===== config.mk =====
export PLATFORM = sky130hd
export DESIGN_NAME = lru_ch_arbiter
export DESIGN_NICKNAME = d
export VERILOG_FILES = /design/src/rtl/lru_ch_arbiter.sv
export SDC_FILE = /design/constraint.sdc
export NUM_CORES = 1
export LEC_CHECK = 0
export BUFFER_PORTS_ARGS = -buffer_cell sky130_fd_sc_hd__buf_4
export CAP_MARGIN = 0
export CORE_MARGIN = 2
export CORE_UTILIZATION = 34
export CTS_BUF_LIST = sky130_fd_sc_hd__clkbuf_4 sky130_fd_sc_hd__clkbuf_8
export DETAILED_ROUTE_END_ITERATION = 10
export RECOVER_POWER = 100
export REMOVE_ABC_BUFFERS = 1
export SYNTH_ARGS = -nofsm -noshare
export SYNTH_HDL_FRONTEND = slang
export SYNTH_SLANG_ARGS = --single-unit

===== constraint.sdc =====
create_clock -name clk -period 2 [get_ports clk]
set_clock_uncertainty 0.2 [all_clocks]
set_input_delay 0.4 -clock clk [delete_from_list [all_inputs] [get_ports clk]]
set_output_delay 0.4 -clock clk [all_outputs]
set_load 0.005 [all_outputs]

===== src/rtl/lru_ch_arbiter.sv =====
// Least-recently-granted channel arbiter with a per-ID busy scoreboard.
// One grant per three cycles: IDLE decides, GRANT samples select, GAP settles.
module lru_ch_arbiter (
   input  logic        clk,
   input  logic        rst,
   input  logic [3:0]  p_lru_join_ch,
   input  logic        p_sel_val,
   input  logic [3:0]  p_sel_req_id,
   input  logic        p_cmp_val,
   input  logic [3:0]  p_cmp_id,
   input  logic        p_stall,
   output logic        p_arb_val,
   output logic [1:0]  p_arb_ch,
   output logic [15:0] p_req_id_enb,
   output logic [7:0]  p_lru_order,
   output logic        p_err
);

   typedef enum logic [1:0] {IDLE, GRANT, GAP} state_t;

   state_t      state, state_n;
   logic        arb_val_n;
   logic [1:0]  arb_ch_n;
   logic [1:0]  cand;
   logic        found;
   logic [1:0]  gslot;
   logic [7:0]  lru_n;
   logic [15:0] busy, busy_n;
   logic        err_n;
   logic        sel_ok;
   logic        cmp_hit;

   assign sel_ok       = (state == GRANT) && p_sel_val;
   assign cmp_hit      = p_cmp_val && busy[p_cmp_id];
   assign p_req_id_enb = ~busy;

   // Scan from the LRU slot upward for the first joined channel
   always_comb begin
      cand  = '0;
      found = 1'b0;
      for (int i = 0; i < 4; i++) begin
         if (!found && p_lru_join_ch[p_lru_order[2*i +: 2]]) begin
            found = 1'b1;
            cand  = p_lru_order[2*i +: 2];
         end
      end
   end

   always_comb begin
      gslot = '0;
      for (int i = 0; i < 4; i++) begin
         if (p_lru_order[2*i +: 2] == p_arb_ch)
            gslot = 2'(i);
      end
   end

   // Granted channel moves to MRU; everything above it slides down a slot
   always_comb begin
      lru_n = p_lru_order;
      if (sel_ok) begin
         for (int i = 0; i < 3; i++) begin
            if (2'(i) >= gslot)
               lru_n[2*i +: 2] = p_lru_order[2*i+2 +: 2];
         end
         lru_n[7:6] = p_arb_ch;
      end
   end

   always_comb begin
      busy_n = busy;
      if (cmp_hit)
         busy_n[p_cmp_id] = 1'b0;
      if (sel_ok)
         busy_n[p_sel_req_id] = 1'b1;
   end

   always_comb begin
      err_n = p_err;
      if (p_cmp_val && !busy[p_cmp_id])
         err_n = 1'b1;
      if (p_sel_val && (state != GRANT))
         err_n = 1'b1;
      if (sel_ok && busy[p_sel_req_id])
         err_n = 1'b1;
      if (sel_ok && p_cmp_val && (p_cmp_id == p_sel_req_id))
         err_n = 1'b1;
   end

   always_comb begin
      state_n   = state;
      arb_val_n = 1'b0;
      arb_ch_n  = p_arb_ch;
      unique case (state)
         IDLE: begin
            if (!p_stall && found) begin
               state_n   = GRANT;
               arb_val_n = 1'b1;
               arb_ch_n  = cand;
            end
         end
         GRANT:   state_n = GAP;
         GAP:     state_n = IDLE;
         default: state_n = IDLE;
      endcase
   end

   always_ff @(posedge clk or posedge rst) begin
      if (rst) begin
         state       <= IDLE;
         p_arb_val   <= 1'b0;
         p_arb_ch    <= '0;
         busy        <= '0;
         p_lru_order <= 8'hE4;
         p_err       <= 1'b0;
      end else begin
         state       <= state_n;
         p_arb_val   <= arb_val_n;
         p_arb_ch    <= arb_ch_n;
         busy        <= busy_n;
         p_lru_order <= lru_n;
         p_err       <= err_n;
      end
   end

endmodule


**Word level (Yosys, flattened, before mapping)**

Index checks and enable logic that the tools add are counted.

- Mux-type cells: 37
- Reductions and logical operators: 24
- Bitwise gates (word level): 4
- Order comparisons: 11
- Equal/unequal tests: 7

Operators with widths:

| kind | number |
|---|---|
| $mux 16 | 2 |
| $not 16->16 | 2 |
| $mux 1 | 19 |
| $and 16x16->16 | 1 |
| $or 16x16->16 | 1 |
| $mux 2 | 7 |
| $logic_and 1x1->1 | 13 |
| $lt 2x3->1 const B | 4 |
| $lt 4x5->1 const B | 2 |
| $bmux 1 s2 | 4 |
| $bmux 1 s4 | 2 |
| $demux 1 s4 | 2 |
| $ge 4x1->1 const B | 2 |
| $reduce_and 2->1 | 4 |
| $eq 2x2->1 | 3 |
| $logic_not 1->1 | 5 |
| $eq 4x4->1 | 1 |
| $ge 1x2->1 const A | 2 |
| $pmux 2 s2 | 1 |
| $reduce_bool 4->1 | 1 |
| $eq 2x1->1 const B | 1 |
| $ge 2x2->1 const A | 1 |
| $logic_not 2->1 | 1 |
| $ne 2x1->1 const B | 1 |
| $ne 2x2->1 const B | 1 |

- Bits in registers: 30
- Logic and storage cells: 92
- Bits of input ports: 17
- Output and inout bits: 28

**Depth between registers and ports, before layout**

Gate-level depths: netlist of the first run.

- Word-level depth: 15
- Depth in mapped cells: 6
- Gate-level depth less buffers: 5

**Worst setup path after synthesis of the first run**

OpenSTA, ideal clock, no wires.

- Path kind: register to register
- Start: reg p_lru_order[2]
- End: reg p_arb_ch[0]
- Cell stages (with the launch flop): 6
- Arrival time: 1.785 ns
- Path buffers: 0
- Clock period less this slack: 2.113 ns
- Setup slack: -0.113 ns
- Library setup time: 0.127 ns
- Path through: dfstp_2 -> mux4_2 -> nor2_1 -> a2111o_1 -> inv_2 -> mux2_1

- Word-level cells in the longest chain between the ends: 12
- Elaborated cells between the ends (all ways): 15

RTL lines:

| item | RTL line | text |
|---|---|---|
| start: declaration | 15 | `output logic [7:0] p_lru_order,` |
| start signal: assignment | 120 | `p_lru_order <= lru_n;` |
| $bmux 1 s2 | 42 | `if (!found && p_lru_join_ch[p_lru_order[2*i +: 2]]) begin` |
| $mux 1 (implied by the code) | 42 |  |
| $logic_and 1x1->1 | 42 |  |
| $mux 1 | 42 |  |
| $logic_not 1->1 | 42 |  |
| $logic_and 1x1->1 | 42 |  |
| $mux 1 | 42 |  |
| $logic_not 1->1 | 42 |  |
| $logic_and 1x1->1 | 42 |  |
| $mux 1 | 42 |  |
| $logic_and 1x1->1 | 95 | `if (!p_stall && found) begin` |
| $reduce_and 2->1 (no line) | n/a |  |
| end signal: assignment | 118 | `p_arb_ch <= arb_ch_n;` |
| end: declaration | 13 | `output logic [1:0] p_arb_ch,` |

Parallel ways exist; a longest one is shown, timed or not. The select of a mux whose other input is x is not followed.
A chain may end at the register's enable or synchronous reset.

**Worst setup path after layout of the first run**

Same ends and word-level chain as after synthesis.

==> flow_summary.toml, run 1 <==
[synth]
synth_area_sq_um = 1950
synth_top_area_cell = "dfrtp_1"
synthCells = 198
seq_area_frac_synth_pct = 38.8
yosysWarnings = 0
synth.area.top_cells = "dfrtp_1 (33%), mux4_2 (13%), dfstp_2 (5.4%)"
netlist.area_leader.share_pct = 33.4
synth_edf_count = 0
avgSynthCellArea_sq_um = 9.85
yosys-top-cells-count = "dfrtp_1 (26), inv_1 (23), o21ai_0 (20), nand2_1 (19), mux4_2 (11)"
ys_types = 40
async_flop_share_pct = 100
synthFlopType = "dfrtp_1"
ys_ff_latch = 30
synth.most_common_cell = "dfrtp_1"

[sta]
final.period_utilization_pct = 102
setup_violations = 2
worstMarginPinSlew_ps = 745
rsz0062_at_grt = "yes"
hold_ws_ps = 186
setup_ws_ps = -45.2
relSlewSlack_pct = 50.3
hold_violations = 0
period_needed_ps = 2050
maxSlewViolCount = 0
timing.fmax_mhz = 489

[job]
maxCapViolations = 0

[global_route]
grt_pass1_vias = 1688
antenna_found_initial = 0
grt_pass1_wl_mm = 8.65
grt_overflow = 0
grtUsageTotal_pct = 18.3
grt_max_degree = 31

[critical_path]
path_delay_family = "multiplexers"
critPathBufInv = 1
end_kind = "flip-flop"
worst-path-max-fanout = 3
cp_data_arrival_time_ps = 2020
crit_type = "flip-flop to flip-flop"
cp-start-kind = "flip-flop"
path_cells = "mux4_2 -> nor2_2 -> a2111o_1 -> inv_2 -> mux2_4"
max_stage_delay_ps = 550
critPathSlowestCell = "mux4_2"
required_ps = 1970

[final_layout]
drive_above_1_share_pct = 37.1
finalNetCount = 283
area_growth_pct = 35.2
multi_input_area_sq_um = 1090
antenna_cells = 0
fillCellCount = 544
design_area_sq_um = 2640
register_area_sq_um = 756

[floorplan]
die_w_um = 79.7
die-area_sq_um = 6360
rows = 27
num_io_pins = 45
floorplan.core_area_sq_um = 5510
die_h_um = 79.7
initial_core_util_pct = 35.4

[route]
viasPerCell = 5.15
wl_per_cell_um = 15.4
vias = 1747
drtPass1Iterations = 6
wirelength_mm = 5.23
antenna_left = 0
drc = 0
drtIter0Drc = 142

[clocking]
numCtsBuffers = 5
clk_path_buf_depth = 2
insertion_delay_ps = 290
root_buffer = "clkbuf_8"
htreeDepth = 2
cts_sinks = 30
cts_tree = "yes"
clk_pin_slew_ps = 60
cts_post_setup_buffers_inserted = 0

[placed_design]
io_buffers = 44
dp_hpwl_mm = 3.94
gp_congestion = 0.844
place_area_sq_um = 2530

[pwr]
max-vdd-ir-drop_v = 0.000425
power.density_nw_per_um2 = 1200
leakage_nw = 1.15

[hold_path]
hold_class = "input port to flip-flop"

[outcome]
status = "finished with violations"
violations = "negative setup slack"
-- area by class of cell --
class                      count  area share [%]
clock buffer                   7            3.42
clock inverter                 1           0.190
inverter                      24            3.42
multi-input combinational    133            41.5
sequential                    30            28.7
tap                           72            3.42
timing repair buffer          72            19.4
-- cells by family after synthesis --
family	Yosys count	synth area share [%]
muxes	23	19.3
xor gates and xnor gates	10	4.49
buffers and inverters	35	7.00
AOI/OAI and AO/OA	46	16.0
and+or+nand+nor	54	14.4
DFF	30	38.8
-- path summary, 6_finish.rpt --
kind | from | endpoint | slack [ps] | cells past startpoint
max | p_lru_order[2] | p_arb_ch[0] | -50 | 5
min | p_sel_val | p_err | 190 | 3
max reg2reg | p_lru_order[2] | p_arb_ch[0] | -50 | 5
min reg2reg | p_err | p_err | 280 | 1
max in group asynchronous | rst | p_err | 460 | 4
min in group asynchronous | rst | busy[1] | 670 | 4
-- per-stage QoR --
stage / setup TNS [ps] / total power, mW / instances / utilization [%] / setup slack [ps]
global route: -275 / 3.40 / 339 / 47.9 / -125
global placement: -38.8 / 2.62 / 330 / 45.9 / -38.8
finish: -88.9 / 3.16 / 339 / 47.9 / -45.2
CTS: -98.1 / 3.20 / 339 / 48.2 / -51.9
floorplan: -149 / 1.84 / 187 / - / -113
detailed placement: -136 / 2.63 / 330 / 45.9 / -72.8
-- repair_timing --
| item | 4_1_cts | 5_1_grt |
|---|---|---|
| hold endpoints to repair | 8 | 0 |
| gates resized for setup | 6 | 3 |
| pin swaps | 2 | 0 |
| hold buffers | 1 | 0 |
| setup endpoints to repair | 2 | 4 |
-- sequential cells by signal, indices dropped and copies added, names as in the netlist --
signal / count
p_err: 1
p_arb_ch: 2
busy: 16
p_lru_order: 8
p_arb_val: 1
state: 2
-- placed cells by master, fill, tap and decap left out, types with 7 or more instances in the layout --
| master | netlist | final |
|---|---|---|
| mux4_2 | 11 | 11 |
| clkbuf_1 | 7 | 8 |
| o21ai_0 | 20 | 19 |
| buf_4 | 0 | 43 |
| xnor2_1 | 9 | 9 |
| nand2_1 | 19 | 19 |
| a22o_1 | 7 | 7 |
| clkbuf_4 | 0 | 18 |
| dfrtp_1 | 26 | 26 |
| inv_1 | 23 | 23 |
-- metal layers --
metal  part of all wire [%]  GRT usage, %
met3                    5.5          4.86
met4                    1.9          7.24
met2                     46          26.6
met1                     46          25.7
met5                      0             0
-- tightest hold or removal path, delay by kind of cell --
family | cells | cell delay, ps
buffers and inverters | 1 | 100
AND/OR/NAND/NOR | 1 | 70
AO/OA/AOI/OAI | 1 | 70
-- power breakdown --
group          total, mW  internal (mW)  switching (mW)
registers           1.05          0.855           0.198
logic               1.58          0.883           0.699
clock network      0.527          0.291           0.237
total               3.16           2.03            1.13
Power figures use the tool's default switching activity.
==> run 2: changes to the inputs <==
--- a/config.mk
+++ b/config.mk
@@ -5,6 +5,7 @@
 export SDC_FILE = /design/constraint.sdc
 export NUM_CORES = 1
 export LEC_CHECK = 0
+export ABC_AREA = 1
 export BUFFER_PORTS_ARGS = -buffer_cell sky130_fd_sc_hd__buf_4
 export CAP_MARGIN = 0
 export CORE_MARGIN = 2
==> flow_summary.toml, run 2 <==
[clocking]
clk_pin_slew_ps = 70
cts_sinks = 30
insertion_delay_ps = 280
cts_post_setup_buffers_inserted = 0
cts_tree = "yes"
root_buffer = "clkbuf_8"
cts-resized-gates = 0
numCtsBuffers = 5
holdBufCountCts = 0
clk_path_buf_depth = 2
htreeDepth = 2

[route]
wirelength_mm = 6.67
wl_per_cell_um = 13.5
drtIter0Drc = 206
antenna_left = 0
drc = 0
drtPass1Iterations = 4
viasPerCell = 4.86
vias = 2398

[global_route]
antenna_found_initial = 0
grt_pass1_vias = 2186
grt_overflow = 0
grtUsageTotal_pct = 18.9
grt_pass1_wl_mm = 11.0
grt_max_degree = 31

[floorplan]
die-area_sq_um = 7170
die_w_um = 84.7
die_h_um = 84.7
floorplan.core_area_sq_um = 6310
rows = 29
num_io_pins = 45
initial_core_util_pct = 35.0

[placed_design]
place_area_sq_um = 2670
gp_congestion = 0.897
io_buffers = 44
dp_hpwl_mm = 5.16

[critical_path]
max_stage_delay_ps = 590
cp_data_arrival_time_ps = 1750
end_kind = "flip-flop"
path_delay_family = "simple AND/OR/NAND/NOR gates"
worst-path-max-fanout = 7
crit_type = "flip-flop to flip-flop"
cp-start-kind = "flip-flop"
critPathSlowestCell = "dfstp_2"
critPathBufInv = 1
cpMostUsedCell = "nand2_1"
path_cells = "inv_1 -> or2_0 -> nand4_1 -> nand2_1 -> nor2_4 -> o21ai_2 -> nand2_1 -> o21ai_0"
required_ps = 1950

[synth]
netlist.area_leader.share_pct = 29.4
synth_top_area_cell = "dfrtp_1"
seq_area_frac_synth_pct = 34.2
yosys-top-cells-count = "nand2_1 (141), inv_1 (48), nand3_1 (44), a21oi_1 (27), dfrtp_1 (26)"
synth_edf_count = 0
ys_types = 22
ys_ff_latch = 30
synthCells = 360
synth.most_common_cell = "nand2_1"
yosysWarnings = 0
async_flop_share_pct = 100
avgSynthCellArea_sq_um = 6.14
synthFlopType = "dfrtp_1"
synth.area.top_cells = "dfrtp_1 (29%), nand2_1 (24%), nand3_1 (10%)"
synth_area_sq_um = 2210

[sta]
fin_setup_tns_ps = 0
final.period_utilization_pct = 90.1
hold_violations = 0
hold_ws_ps = 140
timing.fmax_mhz = 555
maxSlewViolCount = 0
worstMarginPinSlew_ps = 773
setup_violations = 0
period_needed_ps = 1800
relSlewSlack_pct = 48.4
rsz0062_at_grt = "no"

[final_layout]
finalNetCount = 432
mostFrequentLayoutCell = "nand2_1"
drive_above_1_share_pct = 17.3
antenna_cells = 0
reg.largest.list = "busy x16, p_lru_order x8"
area_growth_pct = 25.2
largest_reg_flops = 16
design_area_sq_um = 2770
largest-register = "busy"
final_util_pct = 43.9
final_cell_mix = "nand2_1 (141), inv_1 (49), nand3_1 (44), buf_4 (29), a21oi_1 (27)"

[pwr]
leakage_nw = 1.50
max-vdd-ir-drop_v = 0.000677
power_mw = 3.52
power.density_nw_per_um2 = 1270

[hold_path]
hold_class = "input port to async pin"

[job]
maxCapViolations = 0

[outcome]
status = "complete, no violations"
run 2: changes by cell type after synthesis, moves of 6 or more:
cell and change:
clkbuf_1 -7, inv_1 +25, mux4_2 -11, nand3_1 +40, mux2i_1 -6, xnor2_1 -9, nor2_1 +15, a22o_1 -7
nand2_1 +122, a21oi_1 +24
run 2: cell families (layout without fill, tap and decap cells):
| family | after synthesis | count (layout) | share of synthesized area, % |
|---|---|---|---|
| buffers and inverters | 60 | 116 | 11.3 |
| XOR/XNOR | 4 | 4 | 1.58 |
| flip-flops | 30 | 30 | 34.2 |
| AO/OA/AOI/OAI | 45 | 45 | 10.4 |
| AND/OR/NAND/NOR | 221 | 221 | 42.6 |
run 2: per-layer routing:
metal	share of wire, %	track usage [%]	vias to the layer above
met5	0	0	-
met2	45	29.7	81
li1	-	-	1237
met1	47	27.5	1071
met3	6.9	3.64	9
met4	1.1	3.32	0
run 2: worst paths after layout:
check                               start        endpoint  slack (ps)  cells past startpoint
setup / recovery           p_lru_order[6]  p_lru_order[0]         200                      8
max in group asynchronous             rst     p_arb_ch[1]         960                      3
min in group clk                p_sel_val           p_err         140                      3
hold / removal                        rst        busy[15]         140                      3
hold reg to reg                     p_err           p_err         280                      2
setup reg to reg           p_lru_order[6]  p_lru_order[0]         200                      8
run 2: area by class of cell:
type	instances	area [sq um]
fill	685	3540
multi-input combinational	270	1200
sequential	30	756
timing repair buffer	56	410
inverter	52	195
clock buffer	8	110
tap	77	96.3
run 2: worst register-to-register path, delay by kind of cell, from the launching register on:
kind / cells / cell delay (ps)
buffers and inverters: 1 / 90
AND/OR/NAND/NOR: 5 / 630
AO/OA/AOI/OAI: 2 / 160
flip-flops: 1 / 590
run 2: where the power goes:
part	switching [mW]	leakage (nW)	internal [mW]
clock	0.227	0.0575	0.347
combinational	0.962	1.06	0.750
sequential	0.348	0.376	0.886
total	1.54	1.50	1.98
run 2: metrics by stage:
| step | cells | setup WS, ps |
|---|---|---|
| finish | 493 | 199 |
| global route | 493 | 37.4 |
| CTS | 493 | 187 |
| detailed placement | 485 | 101 |
| global placement | 485 | 140 |
| floorplan | 352 | 351 |
